File: config.mk
export PLATFORM = sky130hd
export DESIGN_NAME = grey_pixel_proc_flat
export DESIGN_NICKNAME = d
export VERILOG_FILES = /design/src/rtl/grey_pixel_if.sv /design/src/rtl/grey_pixel_proc.sv /design/src/flat_wrapper.sv
export SDC_FILE = /design/constraint.sdc
export NUM_CORES = 1
export LEC_CHECK = 0
export BUFFER_PORTS_ARGS = -buffer_cell sky130_fd_sc_hd__buf_2
export CAP_MARGIN = 20
export CORE_ASPECT_RATIO = 0.8
export CORE_MARGIN = 2
export CORE_UTILIZATION = 54
export DETAILED_ROUTE_END_ITERATION = 10
export GPL_TIMING_DRIVEN = 0
export PLACE_DENSITY = 0.77
export SETUP_SLACK_MARGIN = 0.3
export SYNTH_ARGS = -nofsm -noshare
export SYNTH_HDL_FRONTEND = slang
export SYNTH_SLANG_ARGS = --single-unit
File: constraint.sdc
create_clock -name clk_i -period 3.2 [get_ports clk_i]
set_input_delay 0.16 -clock clk_i [delete_from_list [all_inputs] [get_ports clk_i]]
set_output_delay 0.16 -clock clk_i [all_outputs]
set_load 0.01 [all_outputs]
File: src/rtl/grey_pixel_if.sv
// Pixel/timing bus into and out of the grey pixel stage.
// The block drives the *_o side; its source drives the *_i side.
interface grey_pixel_if;
  logic        de_i;
  logic        hsync_i;
  logic        vsync_i;
  logic [23:0] rgb_i;
  logic        de_o;
  logic        hsync_o;
  logic        vsync_o;
  logic [23:0] rgb_o;

  modport master (
    output de_i, hsync_i, vsync_i, rgb_i,
    input  de_o, hsync_o, vsync_o, rgb_o
  );

  modport slave (
    input  de_i, hsync_i, vsync_i, rgb_i,
    output de_o, hsync_o, vsync_o, rgb_o
  );
endinterface

File: src/rtl/grey_pixel_proc.sv
// Pixel stage ahead of the TMDS encoder: colour pass-through or BT.601 grey.
// Mode toggles on a debounced button press and is applied only at a frame boundary.
module grey_pixel_proc #(
  parameter int unsigned DEBOUNCE_CYCLES = 1000000,
  parameter bit          VSYNC_ACTIVE    = 1'b1
) (
  input  logic       clk_i,
  input  logic       rst_n_i,
  input  logic       btn_n_i,
  grey_pixel_if.slave pix,
  output logic       grey_mode_o
);

  localparam int unsigned CNT_W  = (DEBOUNCE_CYCLES > 1) ? $clog2(DEBOUNCE_CYCLES) : 1;
  localparam int unsigned PIX_W  = 24;
  localparam int unsigned CH_W   = 8;
  localparam int unsigned PROD_W = 16;

  localparam logic [CNT_W-1:0]  CNT_MAX  = CNT_W'(DEBOUNCE_CYCLES - 1);
  localparam logic [PROD_W-1:0] K_R      = PROD_W'(77);
  localparam logic [PROD_W-1:0] K_G      = PROD_W'(150);
  localparam logic [PROD_W-1:0] K_B      = PROD_W'(29);
  localparam logic [PROD_W-1:0] ROUND_C  = PROD_W'(128);

  typedef struct packed {
    logic de;
    logic hsync;
    logic vsync;
  } timing_t;

  // Button synchroniser, debounce and mode control state
  logic             btn_meta_q, btn_sync_q;
  logic             btn_db_q, btn_db_d;
  logic [CNT_W-1:0] cnt_q, cnt_d;
  logic             pending_q, pending_d;
  logic             applied_q, applied_d;
  logic             vs_prev_q;

  // Pipeline state
  timing_t           tim1_q, tim2_q, tim3_q;
  logic [PIX_W-1:0]  rgb1_q, rgb2_q, rgb3_q, rgb3_d;
  logic              mode1_q, mode2_q;
  logic [PROD_W-1:0] pr_q, pg_q, pb_q;
  logic [PROD_W-1:0] pr_d, pg_d, pb_d, sum_c;
  logic [CH_W-1:0]   y_q, y_d;

  // A press is the accepted 1->0 change of the debounced level
  always_comb begin
    cnt_d     = cnt_q;
    btn_db_d  = btn_db_q;
    pending_d = pending_q;
    applied_d = applied_q;

    if (btn_sync_q == btn_db_q) begin
      cnt_d = '0;
    end else if (cnt_q == CNT_MAX) begin
      cnt_d    = '0;
      btn_db_d = btn_sync_q;
      if (!btn_sync_q) pending_d = ~pending_q;
    end else begin
      cnt_d = cnt_q + CNT_W'(1);
    end

    // Boundary samples the old pending value, so a same-cycle press waits a frame
    if ((pix.vsync_i == VSYNC_ACTIVE) && (vs_prev_q != VSYNC_ACTIVE)) begin
      applied_d = pending_q;
    end
  end

  always_ff @(posedge clk_i or negedge rst_n_i) begin
    if (!rst_n_i) begin
      btn_meta_q <= 1'b0;
      btn_sync_q <= 1'b0;
      btn_db_q   <= 1'b1;
      cnt_q      <= '0;
      pending_q  <= 1'b0;
      applied_q  <= 1'b0;
      vs_prev_q  <= 1'b0;
    end else begin
      btn_meta_q <= btn_n_i;
      btn_sync_q <= btn_meta_q;
      btn_db_q   <= btn_db_d;
      cnt_q      <= cnt_d;
      pending_q  <= pending_d;
      applied_q  <= applied_d;
      vs_prev_q  <= pix.vsync_i;
    end
  end

  always_comb begin
    pr_d   = PROD_W'(pix.rgb_i[23:16]) * K_R;
    pg_d   = PROD_W'(pix.rgb_i[15:8])  * K_G;
    pb_d   = PROD_W'(pix.rgb_i[7:0])   * K_B;
    sum_c  = pr_q + pg_q + pb_q + ROUND_C;
    y_d    = CH_W'(sum_c >> 8);
    rgb3_d = '0;
    if (tim2_q.de) begin
      rgb3_d = mode2_q ? {y_q, y_q, y_q} : rgb2_q;
    end
  end

  // Mode travels with each pixel so in-flight pixels keep the mode they entered with
  always_ff @(posedge clk_i or negedge rst_n_i) begin
    if (!rst_n_i) begin
      tim1_q  <= '0;
      tim2_q  <= '0;
      tim3_q  <= '0;
      rgb1_q  <= '0;
      rgb2_q  <= '0;
      rgb3_q  <= '0;
      mode1_q <= 1'b0;
      mode2_q <= 1'b0;
      pr_q    <= '0;
      pg_q    <= '0;
      pb_q    <= '0;
      y_q     <= '0;
    end else begin
      tim1_q  <= '{de: pix.de_i, hsync: pix.hsync_i, vsync: pix.vsync_i};
      rgb1_q  <= pix.rgb_i;
      mode1_q <= applied_q;
      pr_q    <= pr_d;
      pg_q    <= pg_d;
      pb_q    <= pb_d;
      tim2_q  <= tim1_q;
      rgb2_q  <= rgb1_q;
      mode2_q <= mode1_q;
      y_q     <= y_d;
      tim3_q  <= tim2_q;
      rgb3_q  <= rgb3_d;
    end
  end

  assign pix.de_o    = tim3_q.de;
  assign pix.hsync_o = tim3_q.hsync;
  assign pix.vsync_o = tim3_q.vsync;
  assign pix.rgb_o   = rgb3_q;
  assign grey_mode_o = applied_q;

endmodule

File: src/flat_wrapper.sv
// flat-port wrapper written by rule: the top's interface ports become plain ports
module grey_pixel_proc_flat 
#(
  parameter int unsigned DEBOUNCE_CYCLES = 1000000,
  parameter bit          VSYNC_ACTIVE    = 1'b1
)
  (clk_i, rst_n_i, btn_n_i, grey_mode_o, pix_de_i, pix_hsync_i, pix_vsync_i, pix_rgb_i, pix_de_o, pix_hsync_o, pix_vsync_o, pix_rgb_o);
  grey_pixel_if pix_i ();
  input  logic clk_i;
  input  logic rst_n_i;
  input  logic btn_n_i;
  output logic grey_mode_o;
  input wire logic [$bits(pix_i.de_i)-1:0] pix_de_i;
  input wire logic [$bits(pix_i.hsync_i)-1:0] pix_hsync_i;
  input wire logic [$bits(pix_i.vsync_i)-1:0] pix_vsync_i;
  input wire logic [$bits(pix_i.rgb_i)-1:0] pix_rgb_i;
  output wire logic [$bits(pix_i.de_o)-1:0] pix_de_o;
  output wire logic [$bits(pix_i.hsync_o)-1:0] pix_hsync_o;
  output wire logic [$bits(pix_i.vsync_o)-1:0] pix_vsync_o;
  output wire logic [$bits(pix_i.rgb_o)-1:0] pix_rgb_o;
  assign pix_i.de_i = pix_de_i;
  assign pix_i.hsync_i = pix_hsync_i;
  assign pix_i.vsync_i = pix_vsync_i;
  assign pix_i.rgb_i = pix_rgb_i;
  assign pix_de_o = pix_i.de_o;
  assign pix_hsync_o = pix_i.hsync_o;
  assign pix_vsync_o = pix_i.vsync_o;
  assign pix_rgb_o = pix_i.rgb_o;
  grey_pixel_proc #(.DEBOUNCE_CYCLES(DEBOUNCE_CYCLES), .VSYNC_ACTIVE(VSYNC_ACTIVE)) u_core (.clk_i(clk_i), .rst_n_i(rst_n_i), .btn_n_i(btn_n_i), .pix(pix_i), .grey_mode_o(grey_mode_o));
endmodule
==> results of run 1 <==
-- worst max-delay path by stage --
stage	from	end	slack (ps)	depth (start not counted)
2_1_floorplan	pix_rgb_i[12]	u_core.pg_q[13]$_DFF_PN0_	280	12
3_3_place_gp	pix_rgb_i[12]	u_core.pg_q[14]$_DFF_PN0_	-160	12
3_5_place_dp	pix_rgb_i[12]	u_core.pg_q[14]$_DFF_PN0_	-240	12
4_1_cts	pix_rgb_i[12]	u_core.pg_q[13]$_DFF_PN0_	320	13
5_1_grt	pix_rgb_i[6]	u_core.pb_q[12]$_DFF_PN0_	180	12
6_report	pix_rgb_i[6]	u_core.pb_q[12]$_DFF_PN0_	360	12
-- critical path, cell delays in order --
cell,delay (ps)
dlygate4sd3_1,520
buf_2,170
inv_1,150
fa_1,530
inv_1,40
ha_1,280
ha_1,290
ha_1,370
a21o_1,180
a21oi_1,170
o21ai_0,110
a211oi_1,210
-- layer usage --
metal  vias to the layer above  routed length [um]
li1                       2860                   -
met1                      2908                8140
met2                       141                8090
met3                        45                 633
met4                         0                 546
met5                         -                   0
-- placed cells by master, fill, tap and decap left out, types with 4 or more instances in the layout --
cell type,count
a211oi_1,4
a21boi_0,24
a21o_1,9
a21oi_1,36
a21oi_2,5
and3_1,5
buf_2,57
clkbuf_1,8
clkbuf_16,17
dfrtp_1,153
dlygate4sd3_1,30
fa_1,38
ha_1,124
inv_1,124
nand2_1,33
nand2b_1,30
nand3_1,12
nand4_1,11
nor2_1,37
nor2b_1,4
nor3_1,9
o21ai_0,18
o21ai_1,5
xnor2_1,25
xor2_1,25
-- registers in the layout (all words and copies together) (netlist names), 2 cells and up --
name and flops:
u_core.y_q 8, u_core.tim2_q 3, u_core.pix.rgb_o 24, u_core.cnt_q 20
u_core.pg_q 14, u_core.pb_q 11, u_core.rgb2_q 24, u_core.pr_q 13
u_core.tim1_q 2, u_core.rgb1_q 24
-- power groups by stage --
| stage | registers [mW] | logic, mW | clock network (mW) |
|---|---|---|---|
| after floorplan | 2.42 | 3.66 | 0 |
| after detailed placement | 2.45 | 4.71 | 0 |
| final | 2.42 | 5.11 | 1.90 |
| after global placement | 2.44 | 4.53 | 0 |
| after global routing | 2.45 | 5.78 | 2.03 |
| after CTS | 2.42 | 4.90 | 1.93 |
-- final cells by class --
type	instances	area [sq um]	share of cell area
plain buffers	10	41.3	0.00395
clock inverters	11	113	0.0108
clock buffers	20	457	0.0437
inverters	126	473	0.0453
multi-input cells	505	4610	0.441
well taps	215	269	0.0257
flip-flops and latches	154	3850	0.369
repair buffers	89	632	0.0605
-- kinds of logic (layout without fill, tap and decap cells) --
group / count (synthesis) / in the layout
adders and majority gates: 165 / 165
and+or+nand+nor: 162 / 162
DFF: 154 / 154
buffers and inverters: 136 / 256
AOI/OAI and AO/OA: 125 / 125
xor gates and xnor gates: 50 / 50
muxes: 3 / 3
-- metrics by stage --
step                      TNS (ps)  setup slack, ps  power, mW   util
final                            0              364       9.43  0.657
after floorplan                  0              282       6.08      -
after global routing             0              182       10.3  0.657
after detailed placement      -501             -240       7.16  0.597
after CTS                        0              325       9.25  0.652
after global placement       -8940             -160       6.97  0.595
-- timing repair --
action | CTS | global route
buffers inserted | 0 | 1
hold buffers | 30 | 0
endpoints found under the hold margin | 79 | 0
pin swaps | 0 | 10
endpoints found under the setup margin | 3 | 16
gates cloned | 0 | 0
gates resized for setup | 4 | 25
==> impl_metrics.py, run 1 <==
metrics = {
    "global_routing": {
        "grt_start_max_net_pins": 103,
        "antenna_found_initial": 0,
        "grt.total_usage": 0.220,
        "grtUsageMet1": 0.297,
        "grt_pass1_wl_um": 30100,
        "met3_usage": 0.0390,
        "grt.busiest_layer": "met2",
        "grt-ovfl-total": 0,
        "grt_pass1_vias": 6265,
        "met2_usage": 0.355,
    },
    "placed_design": {
        "dp_cells": 1068,
        "dpl.hpwl_um": 12500,
        "port-buffer-count": 57,
        "finalWeightedCongestion": 0.806,
        "dpl_cell_area_sq_um": 9490,
    },
    "min_path": {
        "worstHoldEndpoint": "u_core.pb_q[2]$_DFF_PN0_",
        "min_path_cells": 2,
        "min-delay-start": "pix_rgb_i[0]",
        "hold_path_class": "primary input to flip-flop",
    },
    "sta": {
        "period_share": 0.886,
        "slew_viol_final": 0,
        "tightestPinTransition_ps": 475,
        "grt_setup_unrepaired": "true",
        "relSlewSlack": 0.683,
        "fmax_mhz": 353,
        "setup_viol": 0,
        "period_needed_ps": 2840,
        "clock_skew_ps": 6.89,
        "hold_viol": 0,
        "hold_ws_ps": 36.0,
    },
    "clock_tree": {
        "htreeDepth": 4,
        "clock_latency_ps": 420,
        "root_buffer": "clkbuf_16",
        "cts_sinks": 154,
        "cts_tree": "built",
        "numCtsBuffers": 17,
        "clk_pin_slew_ps": 60,
        "cts_buffer_depth": 2,
    },
    "logic_synthesis": {
        "yosysSeqAreaShare": 0.435,
        "synth_edf_count": 0,
        "yosys.area.top_type": "dfrtp_1",
        "synth_fp_nets": 990,
        "synthMuxAreaShare": 0.00353,
        "yosys.area_share.simple": 0.0979,
        "async_flop_share": 1.00,
        "synth.most_common_cell": "dfrtp_1",
        "netlist.area_leader.share": 0.432,
        "synth-compound-area-share": 0.0917,
        "netlist_instances": 795,
        "synth_top_family_by_area": "adder cells",
        "synth_adder_area_share": 0.265,
        "avgSynthCellArea_sq_um": 11.2,
        "synthXorXnorAreaFrac": 0.0494,
        "ys_ff_latch": 154,
        "synth.distinct_cells": 53,
        "syn_area_sq_um": 8870,
        "synth_common_cells": "153 x dfrtp_1, 127 x ha_1, 126 x inv_1",
        "synth_area_leaders": "dfrtp_1 43%, ha_1 18%, fa_1 8.6%, inv_1 5.3%, xnor2_1 2.5%",
        "synth.yosys.warnings": 0,
        "synthFlopType": "dfrtp_1",
    },
    "pwr": {
        "p_sw_mw": 3.90,
        "max-vdd-ir-drop_v": 0.000799,
        "p_clk_frac": 0.201,
        "p_leak_nw": 5.32,
        "power_density_nw_per_um2": 902,
        "swShare": 0.414,
        "seqPwrFrac": 0.256,
        "internal_power_mw": 5.53,
        "p_comb_frac": 0.542,
    },
    "cells_and_area": {
        "num-fill-cells": 1170,
        "drive_gt1_frac": 0.133,
        "area_growth_pct": 17.8,
        "final_cell_area_sq_um": 10400,
        "stdcell_count": 1130,
        "layout.nets": 1098,
        "antenna_cells": 0,
    },
    "setup_path": {
        "end_kind": "flip-flop",
        "required_ps": 3530,
        "crit_type": "primary input to flip-flop",
        "reg2reg_to": "u_core.y_q[6]$_DFF_PN0_",
        "r2r-start": "u_core.pb_q[12]$_DFF_PN0_",
        "rr_worst_depth": 8,
        "critPathArrivalTime_ps": 3170,
        "rrSetupSlack_ps": 410,
        "path_max_fanout": 6,
        "worstSetupStartpointType": "primary input",
    },
    "routing": {
        "vias": 5954,
        "postRouteAntennaNets": 0,
        "routed_wl_um": 17400,
        "via_per_inst": 5.27,
        "drtIter0Drc": 294,
        "drt-wirelength-per-cell_um": 15.4,
        "first_pass_iters": 4,
        "remaining_drc_errors": 0,
    },
    "run": {
        "drv_cap": 0,
    },
    "floorplan": {
        "die-height_um": 119,
        "die_area_sq_um": 17500,
        "start_util": 0.558,
        "die_w_um": 147,
        "io-pin-count": 58,
        "rows": 41,
        "coreArea_sq_um": 15900,
    },
    "run_status": {
        "status": "finished clean",
    },
}
(Power assumes the default switching activity.)
==> run 2, diff against run 1 <==
--- a/config.mk
+++ b/config.mk
@@ -8,10 +8,12 @@
 export BUFFER_PORTS_ARGS = -buffer_cell sky130_fd_sc_hd__buf_2
 export CAP_MARGIN = 20
+export CELL_PAD_IN_SITES_DETAIL_PLACEMENT = 1
+export CELL_PAD_IN_SITES_GLOBAL_PLACEMENT = 2
 export CORE_ASPECT_RATIO = 0.8
 export CORE_MARGIN = 2
-export CORE_UTILIZATION = 54
+export CORE_UTILIZATION = 41
 export DETAILED_ROUTE_END_ITERATION = 10
 export GPL_TIMING_DRIVEN = 0
-export PLACE_DENSITY = 0.77
+export PLACE_DENSITY = 0.85
 export SETUP_SLACK_MARGIN = 0.3
 export SYNTH_ARGS = -nofsm -noshare
==> constraint.sdc (replaced) <==
create_clock -name clk_i -period 3.2 [get_ports clk_i]
set_input_delay 0.16 -clock clk_i [delete_from_list [all_inputs] [get_ports clk_i]]
set_output_delay 0.16 -clock clk_i [all_outputs]
set_load 0.1 [all_outputs]
==> run 2 against run 1 <==
Compared with the run above: global-route usage down 4.0 points; utilization fell by 16 points; total power increased by 4.0%; clock skew hardly changed; critical path depth up 1; largest cell class unchanged.
==> impl_metrics.py, run 2 (synthesis gave the netlist of run 1 again) <==
metrics = {
    "global_routing": {
        "grt.total_usage": 0.180,
        "grt-ovfl-total": 0,
        "grt_pass1_vias": 6275,
        "antenna_found_initial": 0,
        "grt_start_max_net_pins": 100,
        "grt_pass1_wl_um": 32100,
    },
    "floorplan": {
        "rows": 48,
        "die_area_sq_um": 22800,
        "die_w_um": 168,
        "die-height_um": 136,
        "start_util": 0.415,
        "io-pin-count": 58,
        "coreArea_sq_um": 21400,
    },
    "setup_path": {
        "rr_worst_depth": 11,
        "end_kind": "flip-flop",
        "critPathArrivalTime_ps": 3080,
        "worstSetupStartpointType": "primary input",
        "crit_type": "primary input to flip-flop",
        "path_max_fanout": 5,
        "reg2reg_to": "u_core.y_q[6]$_DFF_PN0_",
        "startpoint": "pix_rgb_i[12]",
        "required_ps": 3500,
        "r2r-start": "u_core.pb_q[9]$_DFF_PN0_",
        "rrSetupSlack_ps": 480,
    },
    "routing": {
        "highest_layer": "met4",
        "vias": 5832,
        "drtIter0Drc": 263,
        "wl_met2_um": 8700,
        "first_pass_iters": 4,
        "postRouteAntennaNets": 0,
        "remaining_drc_errors": 0,
        "via_per_inst": 4.90,
        "met1Wirelength_um": 9740,
        "route.met3.wl_um": 420,
        "routed_wl_um": 19200,
        "drt-wirelength-per-cell_um": 16.1,
    },
    "min_path": {
        "min-delay-start": "pix_rgb_i[0]",
        "worstHoldEndpoint": "u_core.pb_q[2]$_DFF_PN0_",
        "min_path_cells": 2,
        "hold_path_class": "primary input to flip-flop",
    },
    "sta": {
        "tightestPinTransition_ps": 511,
        "grt_setup_unrepaired": "true",
        "hold_ws_ps": 36.5,
        "clock_skew_ps": 7.35,
        "slew_viol_final": 0,
        "relSlewSlack": 0.660,
        "fin_tns_setup_ps": 0,
        "period_share": 0.870,
        "period_needed_ps": 2780,
        "hold_viol": 0,
        "setup_viol": 0,
        "fmax_mhz": 359,
    },
    "clock_tree": {
        "cts_buffer_depth": 2,
        "numCtsBuffers": 17,
        "cts_tree": "built",
        "htreeDepth": 4,
        "clock_latency_ps": 430,
        "cts_sinks": 154,
        "clk_pin_slew_ps": 60,
        "root_buffer": "clkbuf_16",
    },
    "cells_and_area": {
        "seq_area_sq_um": 3850,
        "stdcell_count": 1191,
        "layout.nets": 1098,
        "multi_input_area_sq_um": 4610,
        "fin_util": 0.493,
        "area_growth_pct": 18.9,
        "final_common_cell": "dfrtp_1",
        "num-fill-cells": 2316,
        "drive_gt1_frac": 0.136,
        "layout_common_cells": "153 x dfrtp_1, 125 x inv_1, 123 x ha_1",
        "antenna_cells": 0,
    },
    "placed_design": {
        "dp_cells": 1128,
        "finalWeightedCongestion": 0.788,
        "dpl.hpwl_um": 14300,
        "port-buffer-count": 57,
    },
    "run": {
        "drv_cap": 0,
    },
    "pwr": {
        "max-vdd-ir-drop_v": 0.000830,
        "total_power_mw": 9.80,
        "power_density_nw_per_um2": 930,
        "p_leak_nw": 5.34,
    },
    "run_status": {
        "status": "finished clean",
    },
}
run 2: cell count changes in the layout (fill, tap and decap cells not counted), sizes merged:
cell,change
inv,+1
dlygate4sd3,-1
clkinvlp,-1
bufinv,+1
clkbuf,-3
clkinv,+3
buf,+1
run 2: metal layers:
metal	GRT usage	vias up
met2	0.287	85
met4	0.0599	0
met1	0.254	2871
met3	0.0254	25
met5	0	-
li1	-	2851
run 2: worst max-delay path: stages:
cell       delay (ps)
buf_2             140
ha_1              300
ha_1              270
inv_1              40
fa_1              480
fa_1              530
inv_1              70
ha_4              250
inv_2              90
a21oi_1           100
a2111oi_2         370
nor3_1            100
xor2_1            170
run 2: layout make-up:
class,instances,share of cell area
flip-flops and latches,154,0.366
repair buffers,89,0.0595
clock buffers,17,0.0404
inverters,126,0.0449
multi-input cells,505,0.437
plain buffers,10,0.00392
well taps,275,0.0326
clock inverters,15,0.0157
run 2: worst max path at each step:
stage	endpoint	slack [ps]	cells past startpoint
2_1_floorplan	u_core.pg_q[13]$_DFF_PN0_	280	12
3_3_place_gp	u_core.pg_q[14]$_DFF_PN0_	-180	12
3_5_place_dp	u_core.pg_q[14]$_DFF_PN0_	-350	12
4_1_cts	u_core.pg_q[13]$_DFF_PN0_	310	13
5_1_grt	u_core.pg_q[13]$_DFF_PN0_	240	13
6_report	u_core.pg_q[13]$_DFF_PN0_	420	13
run 2: timing repair:
item,CTS,global route
hold buffers,29,0
buffers inserted,0,2
endpoints found under the hold margin,83,0
pin swaps,0,9
gates cloned,0,0
gates resized for setup,6,19
endpoints found under the setup margin,5,15
run 2: through the flow:
| stage | setup slack, ps | instance area [sq um] |
|---|---|---|
| finish | 415 | 10500 |
| global route | 240 | 10500 |
| CTS | 309 | 10500 |
| detailed placement | -345 | 9570 |
| global placement | -182 | 9530 |
| floorplan | 282 | 8900 |
run 2: power breakdown:
group	internal, mW	switching [mW]
Sequential	2.31	0.107
Clock	1.16	0.857
Combinational	2.16	3.20
==> run 3, diff against run 2 <==
- CORE_ASPECT_RATIO: 0.8 -> unset
==> run 3 against run 2 <==
Compared with the run above: sequential share of layout area shrank 0.15 points; combinational power is essentially flat; sequential cell count is the same; total power grew 1.2%; non-clock buffer count shrank 1; count of clock-buffer cells in the layout grew 6; utilization grew 0.73 points; maximum frequency shrank 0.52%; routed wire length shrank 1.3%; via count grew 0.53%; highest routed layer unchanged.
==> impl_metrics.py, run 3 (synthesis gave the netlist of run 1 again) <==
metrics = {
    "placed_design": {
        "dp_cells": 1128,
        "dpl.hpwl_um": 13900,
        "port-buffer-count": 57,
        "finalWeightedCongestion": 0.780,
        "preCtsSetupSlack_ps": -316,
    },
    "setup_path": {
        "end_kind": "flip-flop",
        "worstSetupStartpointType": "flip-flop",
        "critPathArrivalTime_ps": 3100,
        "path_max_fanout": 6,
        "required_ps": 3500,
        "crit_type": "flip-flop to flip-flop",
    },
    "routing": {
        "routed_wl_um": 18900,
        "postRouteAntennaNets": 0,
        "remaining_drc_errors": 0,
        "drtIter0Drc": 188,
        "via_per_inst": 4.93,
        "drt-wirelength-per-cell_um": 15.9,
        "first_pass_iters": 4,
        "vias": 5863,
    },
    "global_routing": {
        "grt_pass1_vias": 6547,
        "grt_pass1_wl_um": 32500,
        "antenna_found_initial": 0,
        "grt-ovfl-total": 0,
        "grt.total_usage": 0.183,
        "grt_start_max_net_pins": 97,
    },
    "clock_tree": {
        "cts_tree": "built",
        "clk_pin_slew_ps": 60,
        "clock_latency_ps": 420,
        "root_buffer": "clkbuf_16",
        "cts_buffer_depth": 2,
        "numCtsBuffers": 17,
        "cts_sinks": 154,
        "htreeDepth": 4,
    },
    "pwr": {
        "power_density_nw_per_um2": 937,
        "internal_power_mw": 5.79,
        "swShare": 0.417,
        "p_sw_mw": 4.13,
        "max-vdd-ir-drop_v": 0.000826,
        "seqPwrFrac": 0.245,
        "p_comb_frac": 0.543,
        "total_power_mw": 9.92,
        "p_leak_nw": 5.34,
        "p_clk_frac": 0.212,
    },
    "sta": {
        "relSlewSlack": 0.642,
        "grt_setup_unrepaired": "false",
        "hold_ws_ps": 38.9,
        "period_needed_ps": 2800,
        "setup_viol": 0,
        "period_share": 0.875,
        "hold_viol": 0,
        "tightestPinTransition_ps": 536,
        "clock_skew_ps": 7.93,
        "fmax_mhz": 357,
        "fin_tns_setup_ps": 0,
        "slew_viol_final": 0,
        "setup_ws_ps": 401,
    },
    "min_path": {
        "hold_path_class": "primary input to flip-flop",
    },
    "cells_and_area": {
        "final_common_cell": "dfrtp_1",
        "drive_gt1_frac": 0.132,
        "layout_common_cells": "153 x dfrtp_1, 125 x inv_1, 121 x ha_1",
        "num-fill-cells": 2263,
        "area_growth_pct": 19.4,
        "antenna_cells": 0,
        "stdcell_count": 1190,
        "layout.nets": 1097,
    },
    "floorplan": {
        "coreArea_sq_um": 21200,
        "die_area_sq_um": 22800,
        "io-pin-count": 58,
        "die-height_um": 151,
        "rows": 53,
        "start_util": 0.419,
        "die_w_um": 151,
    },
    "run": {
        "drv_cap": 0,
    },
    "run_status": {
        "status": "finished clean",
    },
}
-- run 3: critical path, stage by stage (launching register included) --
cell,delay [ps]
dfrtp_1,410
fa_1,500
ha_1,330
ha_1,400
a21oi_1,290
nand2_1,110
a221oi_2,320
o21ai_0,150
xor2_1,160
-- run 3: routing by layer --
layer	GRT usage	up-vias	routed length (um)
met5	0	-	0
met4	0.0575	0	261
met3	0.0247	16	317
met2	0.317	63	9530
met1	0.240	2931	8830
li1	-	2853	-
-- run 3: power groups by stage --
stage | clock network [mW] | registers [mW] | logic, mW
after floorplan | 0 | 2.54 | 3.66
after global placement | 0 | 2.45 | 4.82
after global routing | 2.25 | 2.46 | 6.13
after detailed placement | 0 | 2.46 | 4.94
final | 2.11 | 2.43 | 5.38
after CTS | 2.16 | 2.43 | 5.15
-- run 3: what timing repair did --
item / in CTS / in global routing
hold buffers: 29 / 0
endpoints found under the hold margin: 86 / 0
buffers inserted: 0 / 1
endpoints found under the setup margin: 3 / 14
gates resized for setup: 5 / 26
pin swaps: 0 / 14
-- run 3: layout make-up --
cell class	count	area (sq um)	area share
multi-input combinational	505	4630	0.437
timing repair buffer	88	622	0.0587
sequential	154	3850	0.364
tap	275	344	0.0325
clock inverter	9	163	0.0154
inverter	126	475	0.0449
buffer	10	41.3	0.00390
clock buffer	23	458	0.0433
-- run 3: per-stage QoR --
stage           util  instance area [sq um]
2_1_floorplan      -                   8900
3_3_place_gp   0.451                   9530
3_5_place_dp   0.452                   9570
4_1_cts        0.496                  10500
5_1_grt        0.500                  10600
6_report       0.500                  10600
-- run 3: final timing paths --
check                                            startpoint                           end  slack (ps)  depth (start not counted)
worst max-delay path              u_core.pb_q[12]$_DFF_PN0_       u_core.y_q[6]$_DFF_PN0_         400                          8
worst min-delay path                           pix_rgb_i[2]      u_core.pb_q[2]$_DFF_PN0_          40                          2
worst max register to register    u_core.pb_q[12]$_DFF_PN0_       u_core.y_q[6]$_DFF_PN0_         400                          8
worst min register to register  u_core.rgb1_q[10]$_DFF_PN0_   u_core.rgb2_q[10]$_DFF_PN0_         350                          0
max in group asynchronous                           rst_n_i   u_core.btn_db_q$_DFFE_PN1P_        2080                          3
min in group asynchronous                           rst_n_i  u_core.pix.hsync_o$_DFF_PN0_         270                          2
